### config.mk
export PLATFORM = sky130hd
export DESIGN_NAME = fft_mem_sequencer
export DESIGN_NICKNAME = d
export VERILOG_FILES = /design/src/rtl/fft_mem_sequencer.sv
export SDC_FILE = /design/constraint.sdc
export NUM_CORES = 1
export LEC_CHECK = 0
export BUFFER_PORTS_ARGS = -buffer_cell sky130_fd_sc_hd__buf_2
export CORE_MARGIN = 2
export CORE_UTILIZATION = 50
export CTS_CLUSTER_SIZE = 24
export DETAILED_ROUTE_END_ITERATION = 8
export PLACE_DENSITY = 0.75
export SYNTH_ARGS = -nofsm -noshare
export SYNTH_HDL_FRONTEND = slang
export SYNTH_SLANG_ARGS = --single-unit
### constraint.sdc
create_clock -name clk -period 13.8 [get_ports clk]
set_input_delay 2.76 -clock clk [delete_from_list [all_inputs] [get_ports clk]]
set_output_delay 2.76 -clock clk [all_outputs]
set_load 0.005 [all_outputs]
### src/rtl/fft_mem_sequencer.sv
// fft_mem_sequencer
// Sequences in-place radix-2 DIT FFT passes over the sample RAM. While idle the
// host owns the RAM; while busy the sequencer issues butterfly operand reads
// (A then B), the twiddle index, and replays each read address as a write-back
// after the butterfly pipeline latency. Each stage drains fully before the
// next one starts, so no stage can read a location that is still in flight.
module fft_mem_sequencer #(
  parameter int LOG2N  = 12,
  parameter int BF_LAT = 4
) (
  input  logic             clk,
  input  logic             rst,
  input  logic             start,
  input  logic [3:0]       cfg_log2n,
  output logic             busy,
  output logic             done,
  output logic             ram_mode,
  output logic [LOG2N-1:0] rd_adr,
  output logic             rd_valid,
  output logic             rd_sel,
  output logic [LOG2N-2:0] tw_idx,
  output logic [LOG2N-1:0] wr_adr,
  output logic             wr_en,
  output logic [3:0]       stage
);

  localparam int KW = LOG2N - 1;
  localparam int DW = $clog2(BF_LAT + 2);
  localparam int DLY = BF_LAT + 1;
  localparam logic [DW-1:0]    DRAIN_LEN = DW'(BF_LAT + 1);
  localparam logic [DW-1:0]    DRAIN_ONE = DW'(1);
  localparam logic [3:0]       L_MAX     = 4'(LOG2N);
  localparam logic [LOG2N-1:0] ONE       = LOG2N'(1);

  typedef enum logic [2:0] {
    IDLE,
    READ_A,
    READ_B,
    DRAIN,
    FINISH
  } state_t;

  state_t          state_q, state_d;
  logic [3:0]      l_q, l_d;
  logic [3:0]      s_q, s_d;
  logic [KW-1:0]   k_q, k_d;
  logic [DW-1:0]   drain_q, drain_d;

  logic [3:0]       cfg_eff;
  logic [LOG2N-1:0] k_ext;
  logic [LOG2N-1:0] span;
  logic [LOG2N-1:0] pos;
  logic [LOG2N-1:0] adr_a;
  logic [LOG2N-1:0] adr_b;
  logic [KW-1:0]    tw_cur;
  logic [KW-1:0]    k_last;
  logic             last_bf;
  logic             last_stage;

  // Write-back delay line: {valid, address} per slot, oldest in the top slot.
  logic [DLY-1:0][LOG2N:0] dly_q;

  // Clamp the requested size: 0 or anything above the RAM depth means full size.
  always_comb begin
    cfg_eff = cfg_log2n;
    if (cfg_log2n == 4'd0 || cfg_log2n > L_MAX) begin
      cfg_eff = L_MAX;
    end
  end

  // Butterfly address, twiddle and end-of-loop detection for the current (s, k).
  always_comb begin
    k_ext      = LOG2N'(k_q);
    span       = ONE << s_q;
    pos        = k_ext & (span - ONE);
    adr_a      = ((k_ext >> s_q) << (s_q + 4'd1)) | pos;
    adr_b      = adr_a | span;
    tw_cur     = KW'(pos) << (l_q - 4'd1 - s_q);
    k_last     = KW'((ONE << (l_q - 4'd1)) - ONE);
    last_bf    = (k_q == k_last);
    last_stage = (s_q == (l_q - 4'd1));
  end

  // FSM and counter registers; reset aborts any transform immediately.
  always_ff @(posedge clk or posedge rst) begin
    if (rst) begin
      state_q <= IDLE;
      l_q     <= 4'd0;
      s_q     <= 4'd0;
      k_q     <= '0;
      drain_q <= '0;
    end else begin
      state_q <= state_d;
      l_q     <= l_d;
      s_q     <= s_d;
      k_q     <= k_d;
      drain_q <= drain_d;
    end
  end

  // Next-state logic: butterfly loop inside a stage, drain, then next stage or finish.
  always_comb begin
    state_d = state_q;
    l_d     = l_q;
    s_d     = s_q;
    k_d     = k_q;
    drain_d = drain_q;
    case (state_q)
      IDLE: begin
        if (start) begin
          l_d     = cfg_eff;
          s_d     = 4'd0;
          k_d     = '0;
          state_d = READ_A;
        end
      end
      READ_A: begin
        state_d = READ_B;
      end
      READ_B: begin
        if (!last_bf) begin
          k_d     = k_q + KW'(1);
          state_d = READ_A;
        end else begin
          drain_d = DRAIN_LEN;
          state_d = DRAIN;
        end
      end
      DRAIN: begin
        if (drain_q == DRAIN_ONE) begin
          drain_d = '0;
          if (!last_stage) begin
            s_d     = s_q + 4'd1;
            k_d     = '0;
            state_d = READ_A;
          end else begin
            state_d = FINISH;
          end
        end else begin
          drain_d = drain_q - DRAIN_ONE;
        end
      end
      FINISH: begin
        state_d = IDLE;
      end
      default: begin
        state_d = IDLE;
      end
    endcase
  end

  // Moore outputs: RAM ownership, status and the read port for the current state.
  always_comb begin
    busy     = 1'b0;
    done     = 1'b0;
    ram_mode = 1'b1;
    rd_valid = 1'b0;
    rd_sel   = 1'b0;
    rd_adr   = '0;
    tw_idx   = '0;
    case (state_q)
      READ_A: begin
        busy     = 1'b1;
        ram_mode = 1'b0;
        rd_valid = 1'b1;
        rd_adr   = adr_a;
        tw_idx   = tw_cur;
      end
      READ_B: begin
        busy     = 1'b1;
        ram_mode = 1'b0;
        rd_valid = 1'b1;
        rd_sel   = 1'b1;
        rd_adr   = adr_b;
        tw_idx   = tw_cur;
      end
      DRAIN: begin
        busy     = 1'b1;
        ram_mode = 1'b0;
      end
      FINISH: begin
        done     = 1'b1;
      end
      default: begin
        busy     = 1'b0;
      end
    endcase
  end

  // Shift each read request down the delay line so it returns as a write-back
  // exactly BF_LAT+1 cycles later; clearing it on reset cancels pending writes.
  always_ff @(posedge clk or posedge rst) begin
    if (rst) begin
      dly_q <= '0;
    end else begin
      dly_q[0] <= {rd_valid, rd_adr};
      for (int i = 1; i < DLY; i++) begin
        dly_q[i] <= dly_q[i-1];
      end
    end
  end

  assign wr_en  = dly_q[DLY-1][LOG2N];
  assign wr_adr = dly_q[DLY-1][LOG2N-1:0];
  assign stage  = s_q;

endmodule

; After elaboration in Yosys (flattened, before gate mapping)
; Index checks and enable logic that the tools add are counted.
[classes]
add_sub_neg = 7
magnitude_cmp = 1
n_eq_ne = 12
shifts = 5
n_mux = 25
n_bitwise = 3
reduce_logical = 13
[op_table]
columns = operator, n
row1 = two-way mux 11 bit, 5
row2 = one-hot mux 11 bit (3 select lines), 1
row3 = OR 12 bit, 2
row4 = one-hot mux 12 bit (2 select lines), 1
row5 = two-way mux 4 bit, 4
row6 = two-way mux 3 bit, 5
row7 = AND 11 x 12 -> 12 bit, 1
row8 = one-hot mux 3 bit (4 select lines), 1
row9 = "<< shifter 1 x 4 -> 12 bit, first input constant", 1
row10 = << shifter 12 x 4 -> 12 bit, 1
row11 = >> shifter 11 x 4 -> 12 bit, 1
row12 = "subtractor 12 x 1 -> 12 bit, second input constant", 1
row13 = "adder 11 x 1 -> 11 bit, second input constant", 1
row14 = equality test 11 bit, 1
row15 = "<< shifter 1 x 4 -> 11 bit, first input constant", 1
row16 = << shifter 11 x 4 -> 11 bit, 1
row17 = "subtractor 11 x 1 -> 11 bit, second input constant", 1
row18 = "!= test 2 bit, second input constant", 5
row19 = one-hot mux 4 bit (2 select lines), 1
row20 = "equality test 3 x 1 -> 1 bit, second input constant", 2
row21 = "equality test 3 x 2 -> 1 bit, second input constant", 2
row22 = one-hot mux 3 bit (2 select lines), 1
row23 = AND reduction 2 bit, 3
row24 = two-way mux 1 bit, 5
row25 = 17 further kinds, 18
[totals]
register_bits = 90
input_bits = 7

; Logic depth before layout (Yosys ltp)
[logic_depth]
ltp_word = 6
mapped_depth = 16
ltp_nobuf = 13

; Worst setup path before layout
; No wires, ideal clock.
[synth_timing]
path_type = register to output
start = register s_q[0], in the netlist stage[0]
end = output port tw_idx[8]
t_arrival_ps = 3738
t_required_ps = 11040
setup_slack_ps = 7302
path_stages_with_launch = 15
n_path_buf = 3
cell_sequence = dfrtp_1 -> clkbuf_1 -> inv_1 -> buf_1 -> ha_1 -> clkbuf_1 -> or3b_2 -> ha_1 -> nand2b_1 -> nor2_1 -> o21ai_0 -> a21boi_0 -> mux4_2 -> and2_1 -> o31a_1
[synth_via]
elab_chain_len = 5
[synth_rtl]
columns = element, line_no
row1 = start: declaration, 45  ; logic [3:0] s_q, s_d;
row2 = start signal: assignment, 89  ; s_q <= 4'd0;
row3 = start signal: assignment, 95  ; s_q <= s_d;
row4 = << shifter 1 x 4 -> 12 bit, 74  ; span = ONE << s_q;
row5 = subtractor 12 x 1 -> 12 bit, 75  ; pos = k_ext & (span - ONE);
row6 = AND 11 x 12 -> 12 bit, 75
row7 = << shifter 11 x 4 -> 11 bit *, 78  ; tw_cur = KW'(pos) << (l_q - 4'd1 - s_q);
row8 = two-way mux 11 bit *, 161  ; case (state_q)
row9 = end: declaration, 21  ; output logic [LOG2N-2:0] tw_idx,
; Mark *: on every way between the ends. The rest lies on a longest branch, timed or not.

; Worst setup path after layout
[layout_timing]
start = register s_q[0], in the netlist stage[0]
end = output port tw_idx[7]
; The elaborated chain is that of the path after synthesis.

==> results.md <==
- Synth top area cells: dfrtp_1 (37%), ha_1 (3.9%), nand2_1 (3.6%)
- CP endpoint kind: primary output
- Largest net degree at the start of global routing: 91
- Chip width: 113.9 µm
- CTS Buf Count: 9
- Die H: between 100 and 150 µm
- Sequential power share: 0.512
- Clk root buf: clkbuf_16
- Clock power share: 0.475
- Cell area after layout: 6472 µm²
- Worst-Skew Late Latency: between 0.3 and 0.4 ns
- Critical Path Source: stage[0]
- Vias in the first global route: about 4800
- # rows: 40
- Cell Int Power: just under 400 µW
- Critical-path cell list: inv_1, ha_1, or3b_2, ha_1, nand2b_1, and3_1, o21ai_0, a21boi_0, mux2i_1, mux4_2, nor2_1, buf_2
- # IOs: 52
- Critical path type: reg2out
- Worst slew pin tran: roughly 1.1 ns
- Hold buffers post-CTS: 0
- Worst Hold Class: reg2reg
- Leading area contributor after synthesis: dfrtp_1
- Pwr dens: 79.56 nW/µm²
- Initial Util: 0.5069
- CTS resizes: 0
- FF-to-FF Start: l_q[0]
- Fin Setup TNS: 0 ns
- Inst Count DP: about 790
- Commonest cells after routing, fill and taps aside: dfrtp_1 (90), nand2_1 (58), buf_2 (51), nor2_1 (44), o21ai_0 (33)
- Cell leakage power: 2.957 nW
- Final period utilization: 0.5532
- DR DRC count: 0
- Post-CTS setup buffer count: 0
- Dpl hpwl: 10680 µm
- CORE AREA: roughly 12000 µm²
- Most Frequent Cell on Critical Path: ha_1
- Worst EP arrival: a little under 5 ns
- Logic pwr share: 0.013
- Yosys cell types: 80
- Slew margin rel.: 0.2498
- Worst min-delay path startpoint: dly_q[31]
- # diodes: 0
- Commonest non-fill, non-tap cell in the layout: dfrtp_1
- Crit path max fanout: 28
- Synth Net Count: slightly below 700
- Final antenna-violating net count: 0
- Highest clock rate: between 100 and 150 MHz
- #FFs+latches synth: 90
- Starting DRT DRC Count: 596
- RSZ-0062 raised after global routing: no
- CTS tree: yes
- Worst stage delay on the critical path: 0.73 ns
- Antenna violations before repair: 0
- Final Hold Viols: 0
- Global route overflow: 0
- Crit path buf inv count: 2
- Num Clock Sinks: 90
- Global-route wire length before repair: roughly 24000 µm
- Critical path launch point type: register
- Setup violators final: 0
- Sw Ratio: 0.2363
- Avg Inst Size Synth: 9.177 µm²
- Delay-heaviest family, CP: simple AND/OR/NAND/NOR gates
- H-tree depth: 3
- Total GRT Usage: 0.2395
- Seq/Total Area, Yosys: 0.3730
- Max_cap viols: 0
- Synth async-reset ratio: 1.000
- Skew final: roughly 0.007 ns
- Layout cell share with drive strength beyond 1: 0.1647
- Area grow syn2layout: 7.190%
- Final Max Slew Viols: 0
- Via count: just over 5000
- Placed inst area: slightly above 6000 µm²
- Post-Syn Area: just over 6000 µm²
- Mapped Cells: about 660
- # port buffers: between 50 and 60
- Per-cell routed wire length: 18.96 µm
- Synth top area share: 0.3730
- DR pass1 iterations: 6
- Fin crit period: around 7.6 ns
- Worst-path clk slew: approximately 0.07 ns
- Total routed wirelength: about 15000 µm
- Max Root-Sink Buffers: 2
- Worst EP required: between 10 and 15 ns
- Synth warnings: 0
- Vias per cell: 6.386
- Die area: 12970 µm²
- Slowest CP cell: dfrtp_1
- Worst vdd ir: about 0.000068 V
- Sw Pwr: roughly 120 µW
- Nets: around 680
- Gpl congestion: 0.9360
- Post-synth top flop: dfrtp_1
- Final Instance Count excl. Fillers: between 800 and 900
- Post-synth EDFFs: 0
- Status: finished, final reports clean
cell usage after synthesis, types with 8 or more instances:
master	instances
buf_4	13
o211ai_1	9
ha_1	19
or3_1	13
a21oi_1	27
nor2_1	44
and3_1	10
mux4_2	8
nand3_1	24
a41oi_1	10
inv_1	27
nand2_1	58
xnor2_1	10
a31oi_1	11
dfrtp_1	90
a211o_1	10
clkbuf_1	38
nor3_1	15
mux2i_1	20
nor2b_1	9
o21ai_0	33
xor2_1	8
mux2_2	8
cell type report:
cell class              count  area [µm²]
flip-flops and latches     90        2252
clock inverters             7       76.32
well taps                 147       183.9
multi-input cells         473        3351
clock buffers               9       225.2
inverters                  30       113.9
repair buffers             53       270.3
fillers                  1074        5439
flip-flops by register name (all words and copies together), names as in the netlist:
register and cells:
dly_q 52, wr_adr 12, k_q 11, l_q 4
stage 4, drain_q 3, state_q 3, wr_en 1
power by group through the flow:
| stage | sequential (mW) | clock [mW] | combinational, mW |
|---|---|---|---|
| 2_1_floorplan | 0.269 | 0 | 0.00414 |
| 3_3_place_gp | 0.269 | 0 | 0.00665 |
| 3_5_place_dp | 0.269 | 0 | 0.00702 |
| 4_1_cts | 0.264 | 0.251 | 0.00702 |
| 5_1_grt | 0.263 | 0.258 | 0.00809 |
| 6_report | 0.264 | 0.245 | 0.00668 |
worst paths after layout:
kind                       cells past startpoint        end  slack (ns)
hold reg to reg                                0  dly_q[44]        0.34
setup / recovery                              12  tw_idx[7]        6.17
max in group asynchronous                      3   dly_q[6]       10.32
min in group asynchronous                      3     k_q[4]        2.76
setup reg to reg                              13     k_q[1]        9.46
hold / removal                                 0  dly_q[44]        0.34
cell families (layout without fill, tap and decap cells):
| group | after synthesis | in the layout | share of synthesized area |
|---|---|---|---|
| buffers and inverters | 95 | 99 | 0.07211 |
| DFF | 90 | 90 | 0.3730 |
| muxes | 36 | 36 | 0.07791 |
| and+or+nand+nor | 225 | 225 | 0.1966 |
| AOI/OAI and AO/OA | 172 | 172 | 0.2039 |
| adders and majority gates | 20 | 20 | 0.04269 |
| xor gates and xnor gates | 20 | 20 | 0.03377 |
layer usage:
metal / GRT usage / routed length (µm) / vias to the layer above
li1: - / - / 2388
met1: 0.3224 / 6562 / 2469
met2: 0.3685 / 6979 / 267
met3: 0.06589 / 1405 / 42
met4: 0.09593 / 393 / 0
met5: 0 / 0 / -
stage by stage:
step           utilization  worst slack [ns]  power [mW]  hold WS [ns]
2_1_floorplan            -             7.302      0.2729        0.3312
3_3_place_gp        0.5181             6.832      0.2754        0.3316
5_1_grt             0.5434             5.831      0.5300        0.3504
4_1_cts             0.5434             6.210      0.5212        0.3469
6_report            0.5434             6.166      0.5149        0.3444
3_5_place_dp        0.5181             6.621      0.2757        0.3347
worst register-to-register path: stages, from the launching register on:
cell	delay, ns
dfrtp_1	0.60
inv_1	0.18
ha_1	0.34
or2_1	0.30
o31ai_2	0.35
nand2_1	0.11
ha_1	0.25
xnor2_1	0.26
xnor2_1	0.10
o31ai_1	0.22
a32oi_1	0.12
nor4_4	0.68
a41o_1	0.55
mux2i_1	0.23
Power figures use the tool's default switching activity.
